[config.mk]
export PLATFORM = sky130hd
export DESIGN_NAME = audio_in_level_meter
export DESIGN_NICKNAME = d
export VERILOG_FILES = /design/src/rtl/audio_in_level_meter.sv
export SDC_FILE = /design/constraint.sdc
export NUM_CORES = 1
export LEC_CHECK = 0
export ABC_AREA = 1
export CAP_MARGIN = 30
export CORE_MARGIN = 2
export CORE_UTILIZATION = 45
export DETAILED_ROUTE_END_ITERATION = 10
export PLACE_DENSITY = 0.64
export SLEW_MARGIN = 20
export SYNTH_ARGS = -nofsm -noshare
export SYNTH_HDL_FRONTEND = slang
export SYNTH_SLANG_ARGS = --single-unit
[constraint.sdc]
create_clock -name clock -period 23.7 [get_ports clock]
set_input_delay 7.11 -clock clock [delete_from_list [all_inputs] [get_ports clock]]
set_output_delay 7.11 -clock clock [all_outputs]
set_load 0.05 [all_outputs]
[src/rtl/audio_in_level_meter.sv]
`default_nettype none
// ============================================================================
// Module   : audio_in_level_meter
// Purpose  : Drains L/R samples from the audio-in FIFO and publishes the
//            windowed peak magnitude plus a 6 dB/step thermometer bar.
// Revision : 1.0 - initial release
// ============================================================================
module audio_in_level_meter #(
    parameter int unsigned WINDOW = 4800
) (
    input  logic        clock,
    input  logic        resetn,
    input  logic        enable,
    input  logic        audio_in_available,
    input  logic [31:0] left_channel_audio_in,
    input  logic [31:0] right_channel_audio_in,
    output logic        read_audio_in,
    output logic        clear_audio_in_memory,
    output logic [30:0] peak,
    output logic [9:0]  level,
    output logic        level_valid
);

    typedef enum logic [1:0] {
        S_IDLE   = 2'd0,
        S_POP    = 2'd1,
        S_SETTLE = 2'd2
    } state_t;

    localparam logic [15:0] c_LAST = 16'(WINDOW - 1);

    // -2^31 has no positive 31-bit counterpart, so it saturates.
    function automatic logic [30:0] f_abs(input logic [31:0] x);
        logic [31:0] neg;
        neg = ~x + 32'd1;
        if (!x[31])
            return x[30:0];
        else if (x[30:0] == 31'd0)
            return 31'h7FFF_FFFF;
        else
            return neg[30:0];
    endfunction

    state_t      r_state_q,    w_state_d;
    logic [15:0] r_cnt_q,      w_cnt_d;
    logic [30:0] r_peak_acc_q, w_peak_acc_d;
    logic [30:0] r_peak_q,     w_peak_d;
    logic [9:0]  r_level_q,    w_level_d;
    logic        r_lv_q,       w_lv_d;
    logic        r_read_q,     w_read_d;
    logic        r_clear_q,    w_clear_d;

    logic [30:0] w_mag_l, w_mag_r, w_mag, w_acc_max;
    logic        w_capture, w_close;

    always_comb begin
        w_mag_l   = f_abs(left_channel_audio_in);
        w_mag_r   = f_abs(right_channel_audio_in);
        w_mag     = (w_mag_l > w_mag_r) ? w_mag_l : w_mag_r;
        w_acc_max = (r_peak_acc_q > w_mag) ? r_peak_acc_q : w_mag;
        // The pair is taken from the ports during the POP cycle itself.
        w_capture = (r_state_q == S_POP) && enable;
        w_close   = w_capture && (r_cnt_q == c_LAST);

        w_state_d = r_state_q;
        case (r_state_q)
            S_IDLE:   if (audio_in_available) w_state_d = S_POP;
            S_POP:    w_state_d = S_SETTLE;
            S_SETTLE: w_state_d = S_IDLE;
            default:  w_state_d = S_IDLE;
        endcase
        if (!enable)
            w_state_d = S_IDLE;

        w_cnt_d      = r_cnt_q;
        w_peak_acc_d = r_peak_acc_q;
        if (!enable) begin
            w_cnt_d      = 16'd0;
            w_peak_acc_d = 31'd0;
        end else if (w_capture) begin
            w_cnt_d      = w_close ? 16'd0 : r_cnt_q + 16'd1;
            w_peak_acc_d = w_close ? 31'd0 : w_acc_max;
        end

        w_peak_d = w_close ? w_acc_max : r_peak_q;
        for (int i = 0; i < 10; i++)
            w_level_d[i] = ((w_peak_d >> (21 + i)) != 31'd0);

        w_lv_d    = w_close;
        w_read_d  = (w_state_d == S_POP);
        w_clear_d = ~enable;
    end

    always_ff @(posedge clock) begin
        if (!resetn) begin
            r_state_q    <= S_IDLE;
            r_cnt_q      <= 16'd0;
            r_peak_acc_q <= 31'd0;
            r_peak_q     <= 31'd0;
            r_level_q    <= 10'd0;
            r_lv_q       <= 1'b0;
            r_read_q     <= 1'b0;
            r_clear_q    <= 1'b1;
        end else begin
            r_state_q    <= w_state_d;
            r_cnt_q      <= w_cnt_d;
            r_peak_acc_q <= w_peak_acc_d;
            r_peak_q     <= w_peak_d;
            r_level_q    <= w_level_d;
            r_lv_q       <= w_lv_d;
            r_read_q     <= w_read_d;
            r_clear_q    <= w_clear_d;
        end
    end

    assign read_audio_in         = r_read_q;
    assign clear_audio_in_memory = r_clear_q;
    assign peak                  = r_peak_q;
    assign level                 = r_level_q;
    assign level_valid           = r_lv_q;

endmodule
`default_nettype wire

==> results.cfg, run 1 <==
[run_status]
outcome = complete, no violations

[logic_synthesis]
syn_area_sq_um = 7640
ys_ff_latch = 92
synth_xor_area_share_pct = 1.83
ys_seq_area_share_pct = 24.1
syn_nets = 1381
synthMuxAreaShare_pct = 0
synthArstFlopShare_pct = 0
synth_warnings = 0
yosys.area_share.simple_pct = 38.1
synth_compound_area_share_pct = 16.4
yosysUniqueCellTypes = 48
netlist.area_leader.share_pct = 24.1
ys.flop_type = dfxtp_1
yosys-top-cells-area = dfxtp_1 (24%), nand2_1 (15%), ha_1 (10%), nor2_1 (8.4%), inv_1 (6.9%)
synth.most_common_cell = nand2_1
synthAdderAreaFrac_pct = 10.2
synth_edf_count = 0
syn_inst = 1251
synth_top_family_by_area = simple AND/OR/NAND/NOR gates
postSynthAreaPerCell_sq_um = 6.11
synth_largest_area_cell = dfxtp_1
synthTopCellsByCount = nand2_1 (300), nor2_1 (171), inv_1 (141), a21oi_1 (98), dfxtp_1 (92)

[clock_network]
cts_tree = done
htree_num_levels = 3
root_buffer = clkbuf_16
ctsLongestPathBuffers = 2
clock_latency_ps = 350
ctsResizeCount = 0
post-cts-setup-buffers = 0
cts_num_sinks = 92
cts_hold_buf = 0
path_clk_slew_ps = 70
cts_made_buffers = 9

[setup_path]
cp_top_family = simple AND/OR/NAND/NOR gates
arrival_ps = 14320
critPathMaxStageDelay_ps = 950
critical_path_class = in2reg
required_ps = 23940
critPathLaunchType = input port
worstPathMaxFanout = 53
crit_slowest_cell = clkdlybuf4s50_1
critPathBufInv = 3
crit_top_cell = nand2_1
cp-end-kind = register

[global_routing]
antenna_found_initial = 0
grt.total_usage_pct = 24.2
grt_overflow = 0
first_global_vias = 7026
grt_pass1_wl_microns = 35400
grt_max_degree = 54

[timing]
relSlewSlack_pct = 45.3
hold_viol = 0
tightest_slew_ps = 818
min_period_ps = 14080
timing.final.crit_share_pct = 59.4
fmax_ghz = 0.0710
clock_skew_ps = 10.8
holdWs_ps = 463
finalMaxSlewViolations = 0
setup_violations = 0
rsz0062_at_grt = no
setup_tns_ps = 0

[finish]
layout.nets = 1469
regArea_sq_um = 1840
drive_above_1_share_pct = 5.51
area_growth_pct = 20.9
final_area_sq_um = 9240
diodes = 0
multi_input_area_sq_um = 5080
fill_cells = 1689

[routing]
viasPerCell = 5.18
drt_iter0_markers = 539
drt_wl_total_microns = 21800
wl_per_cell_microns = 13.9
vias = 8106
ant_nets = 0
first_pass_iters = 7
drc = 0

[place]
finalWeightedCongestion = 0.949
hpwl_microns = 17500
placed_cell_area_sq_um = 8940
port_buffers = 111

[power]
irDropWorstVdd_mv = 0.0376
power_density_nw_per_um2 = 46.4
power_uw = 429
power.leakage_uw = 0.00431

[floorplan]
fp-row-count = 47
initial_core_util_pct = 46.1
die_area_sq_um = 18000
die_h_microns = 134
fp.dieW_microns = 134
ios = 112
coreArea_sq_um = 16600

[flow_run]
cap_violations = 0

[hold_path]
holdCritPathClass = reg2reg
-- placed cells by master (no fill, tap or decap), types with 27 or more instances in the layout --
cell type and n:
o21ai_1 27, nand3_1 90, inv_1 141, clkdlybuf4s50_1 111, ha_1 62, dfxtp_1 92
nand2_1 300, o21ai_0 84, nor2_1 170, a21oi_1 98
-- path summary, 6_finish.rpt --
check / startpoint / endpoint / slack (ps) / cells past startpoint
max: left_channel_audio_in[31] / level[0] / 9620 / 29
min: r_state_q[0] / read_audio_in / 460 / 1
max reg2reg: r_state_q[0] / level[0] / 20030 / 14
min reg2reg: r_state_q[0] / read_audio_in / 460 / 1
-- flip-flops by register name, summed over array words and instances (netlist names) --
name,count
peak,31
r_peak_acc_q,31
r_cnt_q,16
level,9
r_state_q,2
clear_audio_in_memory,1
level_valid,1
read_audio_in,1
-- layer usage --
layer,track usage [%],wire (microns)
met1,35.1,11000
met2,37.5,9430
met3,2.80,910
met4,7.08,435
met5,0,0
-- final cells by class --
type                    count  area share [%]
repair buffers            116            12.9
flip-flops and latches     92            19.9
well taps                 220            2.98
clock inverters             5           0.461
inverters                 147            6.03
multi-input cells         973            55.0
clock buffers              11            2.74
-- through the flow --
stage	std cells	util (%)	setup WS [ps]
floorplan	1251	-	11280
global route	1564	55.7	8910
detailed placement	1548	53.9	9310
finish	1564	55.7	9620
CTS	1564	55.7	9670
global placement	1546	53.6	9380
-- report_power, final --
group | switching [uW] | internal, uW
logic | 82.2 | 47.4
registers | 0.646 | 155
clock network | 64.6 | 78.4
total | 147 | 281
-- logic make-up after synthesis --
family | count (synthesis)
AOI/OAI and AO/OA | 234
buffers and inverters | 186
xor gates and xnor gates | 16
DFF | 92
and+or+nand+nor | 661
adders and majority gates | 62
(Power assumes the default switching activity.)
==> run 2, diff against run 1 <==
clock period = 14 ns   (was 23.7 ns; I/O delays follow)
==> run 2 against run 1 <==
Die area is the same. Critical path depth did not move. Sequential share of layout area is essentially flat. Hold slack better by 8.3 ps. Sequential power increased by 69%. Non-clock buffer count did not move. Cell area increased by 0.11%. First-iteration DRC count grew 4.8%. Highest routed layer unchanged.
==> results.cfg, run 2 (synthesis results as in run 1) <==
[hold_path]
holdCritPathClass = reg2reg
min_path_cells = 1
holdPathEnd = read_audio_in
hp-start = r_state_q[0]

[clock_network]
path_clk_slew_ps = 70
ctsLongestPathBuffers = 2
root_buffer = clkbuf_16
cts_tree = done
cts_hold_buf = 0
htree_num_levels = 3
cts_num_sinks = 92
post-cts-setup-buffers = 0
clock_latency_ps = 360
cts_made_buffers = 9
ctsResizeCount = 0

[power]
power.leakage_uw = 0.00431
irDropWorstVdd_mv = 0.0646
power_density_nw_per_um2 = 79.7

[finish]
fin_util_pct = 55.8
multi_input_area_sq_um = 5080
area_growth_pct = 21.0
diodes = 0
drive_above_1_share_pct = 5.51
final_common_cell = nand2_1
layout.nets = 1469
mostFrequentLayoutCells = nand2_1 (300), nor2_1 (170), inv_1 (141)
regArea_sq_um = 1840
fill_cells = 1703

[floorplan]
fp.dieW_microns = 134
coreArea_sq_um = 16600
die_h_microns = 134
ios = 112
fp-row-count = 47
die_area_sq_um = 18000
initial_core_util_pct = 46.1

[timing]
timing.final.crit_share_pct = 79.5
finalMaxSlewViolations = 0
fmax_ghz = 0.0898
setup_violations = 0
rsz0062_at_grt = no
min_period_ps = 11140
hold_viol = 0
setup_tns_ps = 0
relSlewSlack_pct = 46.6
tightest_slew_ps = 798
fin_ws_ps = 2860
clock_skew_ps = 14.3
holdWs_ps = 471

[setup_path]
critPathMaxStageDelay_ps = 940
critPathLaunchType = input port
arrival_ps = 11380
rr_startpoint = r_state_q[0]
worstPathMaxFanout = 53
r2r_end = level[0]
required_ps = 14240
crit_top_cell = nand2_1
critical_path_class = in2reg
reg2reg_setup_slack_ps = 10370
r2r_cells = 14
cp-end-kind = register
crit_slowest_cell = clkdlybuf4s50_1

[global_routing]
grt.total_usage_pct = 24.3
grt_overflow = 0
grt_pass1_wl_microns = 35400
antenna_found_initial = 0
grt_max_degree = 54
first_global_vias = 7071

[run_status]
outcome = complete, no violations

[routing]
wl_per_cell_microns = 13.8
viasPerCell = 5.18
drc = 0
vias = 8099
ant_nets = 0
drt_iter0_markers = 565
first_pass_iters = 5
drt_wl_total_microns = 21500

[flow_run]
cap_violations = 0

[place]
place_ws_ps = 2550
hpwl_microns = 17500
port_buffers = 111
finalWeightedCongestion = 0.949
run 2: cell count changes in the layout (fill, tap and decap cells not counted), sizes merged:
cell      previous run  this run
inv                148       149
clkinvlp             0         1
clkbuf              11         9
clkinv               4         3
bufinv               0         1
run 2: worst max path at each step:
stage / startpoint / endpoint / slack (ps) / cells past startpoint
floorplan: right_channel_audio_in[0] / level[0] / 4490 / 42
global placement: right_channel_audio_in[0] / level[0] / 2590 / 42
detailed placement: right_channel_audio_in[0] / level[0] / 2550 / 42
CTS: right_channel_audio_in[0] / level[0] / 2920 / 42
global route: right_channel_audio_in[0] / level[0] / 2110 / 42
finish: left_channel_audio_in[31] / level[0] / 2860 / 29
run 2: worst max-delay path: cells and delay by family:
family	cells	cell delay [ps]
AND/OR/NAND/NOR	15	3320
buffers and inverters	3	1890
AO/OA/AOI/OAI	8	1260
adder cells (fa/ha/maj)	2	580
XOR/XNOR	1	90
run 2: layout make-up:
type	instances	area share (%)
repair buffers	116	12.9
clock inverters	7	0.866
multi-input cells	973	54.9
flip-flops and latches	92	19.9
well taps	220	2.98
inverters	147	6.02
clock buffers	9	2.44
run 2: where the power goes:
group	total (uW)	switching [uW]	internal [uW]
Combinational	218	138	80.3
Sequential	264	1.10	263
Clock	255	114	141
Total	737	253	485
run 2: layer usage:
| metal | GRT usage, % | part of all wire, % | vias up |
|---|---|---|---|
| li1 | - | - | 4282 |
| met1 | 35.3 | 50 | 3582 |
| met2 | 37.6 | 43 | 212 |
| met3 | 3.40 | 5.2 | 23 |
| met4 | 6.49 | 1.8 | 0 |
| met5 | 0 | 0 | - |
run 2: per-stage QoR:
stage | power, uW | std cells | cell area, sq um
global route | 782 | 1564 | 9250
CTS | 741 | 1564 | 9250
finish | 737 | 1564 | 9250
floorplan | 416 | 1251 | 7640
global placement | 484 | 1546 | 8890
detailed placement | 486 | 1548 | 8940
==> run 3, diff against run 2 <==
PLACE_DENSITY = 0.67   (was 0.64)
clock period = 9.2 ns   (was 14 ns; I/O delays follow)
==> run 3 against run 2 <==
Die area unchanged. Sequential cell count unchanged. Total power increased by 48%. Sequential share of layout area decreased by 0.32 points. Register-to-register slack got worse by 4300 ps. Final cell count increased by 1.2%. Combinational power increased by 58%. First-iteration DRC count decreased by 10%. Utilization increased by 0.90 points. Non-clock buffer count increased by 18. Hold slack improved by 1.9 ps. Critical path type unchanged.
==> results.cfg, run 3 (synthesis results as in run 1) <==
[power]
p_sw_share_pct = 34.4
seqPwrFrac_pct = 36.8
power_density_nw_per_um2 = 116
internal_power_uw = 716
clkPwrFrac_pct = 31.7
switching_power_uw = 375
power.leakage_uw = 0.00438
irDropWorstVdd_mv = 0.101
comb_power_share_pct = 31.5

[clock_network]
cts_tree = done
cts_made_buffers = 9
path_clk_slew_ps = 70
htree_num_levels = 3
ctsLongestPathBuffers = 2
cts_hold_buf = 0
cts_num_sinks = 92
clock_latency_ps = 350
root_buffer = clkbuf_16

[timing]
fmax_ghz = 0.117
tightest_slew_ps = 633
setup_violations = 0
fin_ws_ps = 628
min_period_ps = 8570
relSlewSlack_pct = 57.7
finalMaxSlewViolations = 0
timing.final.crit_share_pct = 93.2
clock_skew_ps = 10.2
setup_tns_ps = 0
hold_viol = 0

[finish]
diodes = 0
layout.nets = 1487
area_growth_pct = 23.0
fin_util_pct = 56.7
final_common_cell = nand2_1
drive_above_1_share_pct = 7.20
mostFrequentLayoutCells = nand2_1 (300), nor2_1 (167), inv_1 (141)
final_area_sq_um = 9400

[global_routing]
first_global_vias = 7163
grt_util_met2_pct = 36.8
grt_overflow = 0
grt-busiest-layer = met2
grt_max_degree = 39
met3_usage_pct = 3.06
grt.total_usage_pct = 23.8
gr-usage-met1_pct = 34.7
grt_pass1_wl_microns = 35100
antenna_found_initial = 0

[routing]
drt_wl_total_microns = 21300
vias = 8210
drt_iter0_markers = 506
first_pass_iters = 6
ant_nets = 0
drc = 0
viasPerCell = 5.19
wl_per_cell_microns = 13.5

[setup_path]
required_ps = 9430
cp-end-kind = register
reg2reg_setup_slack_ps = 6100
r2r_cells = 13
critical_path_class = in2reg
critPathMaxStageDelay_ps = 440
critPathLaunchType = input port
arrival_ps = 8800
crit_slowest_cell = clkdlybuf4s50_1
rr_startpoint = r_state_q[0]
crit_top_cell = nand2_1
r2r_end = level[0]
worstPathMaxFanout = 25

[hold_path]
hp-start = r_peak_acc_q[0]
min_path_cells = 2
holdPathEnd = r_peak_acc_q[0]
holdCritPathClass = reg2reg

[floorplan]
initial_core_util_pct = 46.1
ios = 112
coreArea_sq_um = 16600
fp.dieW_microns = 134
fp-row-count = 47
die_h_microns = 134
die_area_sq_um = 18000

[run_status]
outcome = complete, no violations

[place]
finalWeightedCongestion = 0.954
placed_cell_area_sq_um = 9040
hpwl_microns = 17200
place_ws_ps = 60.4
port_buffers = 111

[flow_run]
cap_violations = 0
## run 3: changes by cell type in the layout (fill, tap and decap cells not counted), sizes merged
cell,previous run,this run
clkbuf,9,10
clkinv,3,5
buf,5,23
bufinv,1,0
inv,149,147
## run 3: per-stage QoR
stage / instances / power, uW / hold WS [ps]
CTS: 1578 / 1090 / 468
finish: 1582 / 1090 / 473
floorplan: 1251 / 634 / 421
global placement: 1561 / 742 / 447
detailed placement: 1562 / 746 / 456
global route: 1582 / 1160 / 489
## run 3: area by class of cell
cell class              instances  area (sq um)
flip-flops and latches         92          1840
well taps                     220           275
clock buffers                  10           229
clock inverters                 6          47.5
repair buffers                134          1320
inverters                     147           559
fillers                      1665          7190
multi-input cells             973          5130
## run 3: timing repair
item,CTS,global route
setup buffers,0,4
gates resized for setup,0,12
endpoints found under the setup margin,0,56
## run 3: how the worst max path moves through the flow
stage                                    startpoint       end  slack (ps)  depth (start not counted)
after CTS                 right_channel_audio_in[0]  level[1]         410                         44
after detailed placement  right_channel_audio_in[0]  level[1]          60                         44
after floorplan           right_channel_audio_in[0]  level[0]        1130                         42
after global placement    right_channel_audio_in[0]  level[2]         180                         47
after global routing      right_channel_audio_in[0]  level[1]         -20                         47
final                      left_channel_audio_in[1]  level[1]         630                         44
## run 3: layer usage
metal	vias to the layer above	share of wire (%)
met3	31	5.0
met5	-	0
met2	232	43
li1	4325	-
met1	3622	50
met4	0	2.2
## run 3: power by group through the flow
| stage | Clock [uW] | Sequential (uW) | Combinational, uW |
|---|---|---|---|
| 2_1_floorplan | 0 | 412 | 222 |
| 3_3_place_gp | 0 | 411 | 331 |
| 3_5_place_dp | 0 | 411 | 335 |
| 4_1_cts | 352 | 402 | 337 |
| 5_1_grt | 369 | 402 | 391 |
| 6_report | 345 | 402 | 344 |
## run 3: worst max-delay path: cells and delay by family
| kind | cells | cell delay [ps] |
|---|---|---|
| compound gates | 6 | 920 |
| fa+ha+maj | 3 | 810 |
| buf+inv | 8 | 1290 |
| simple gates | 27 | 3000 |
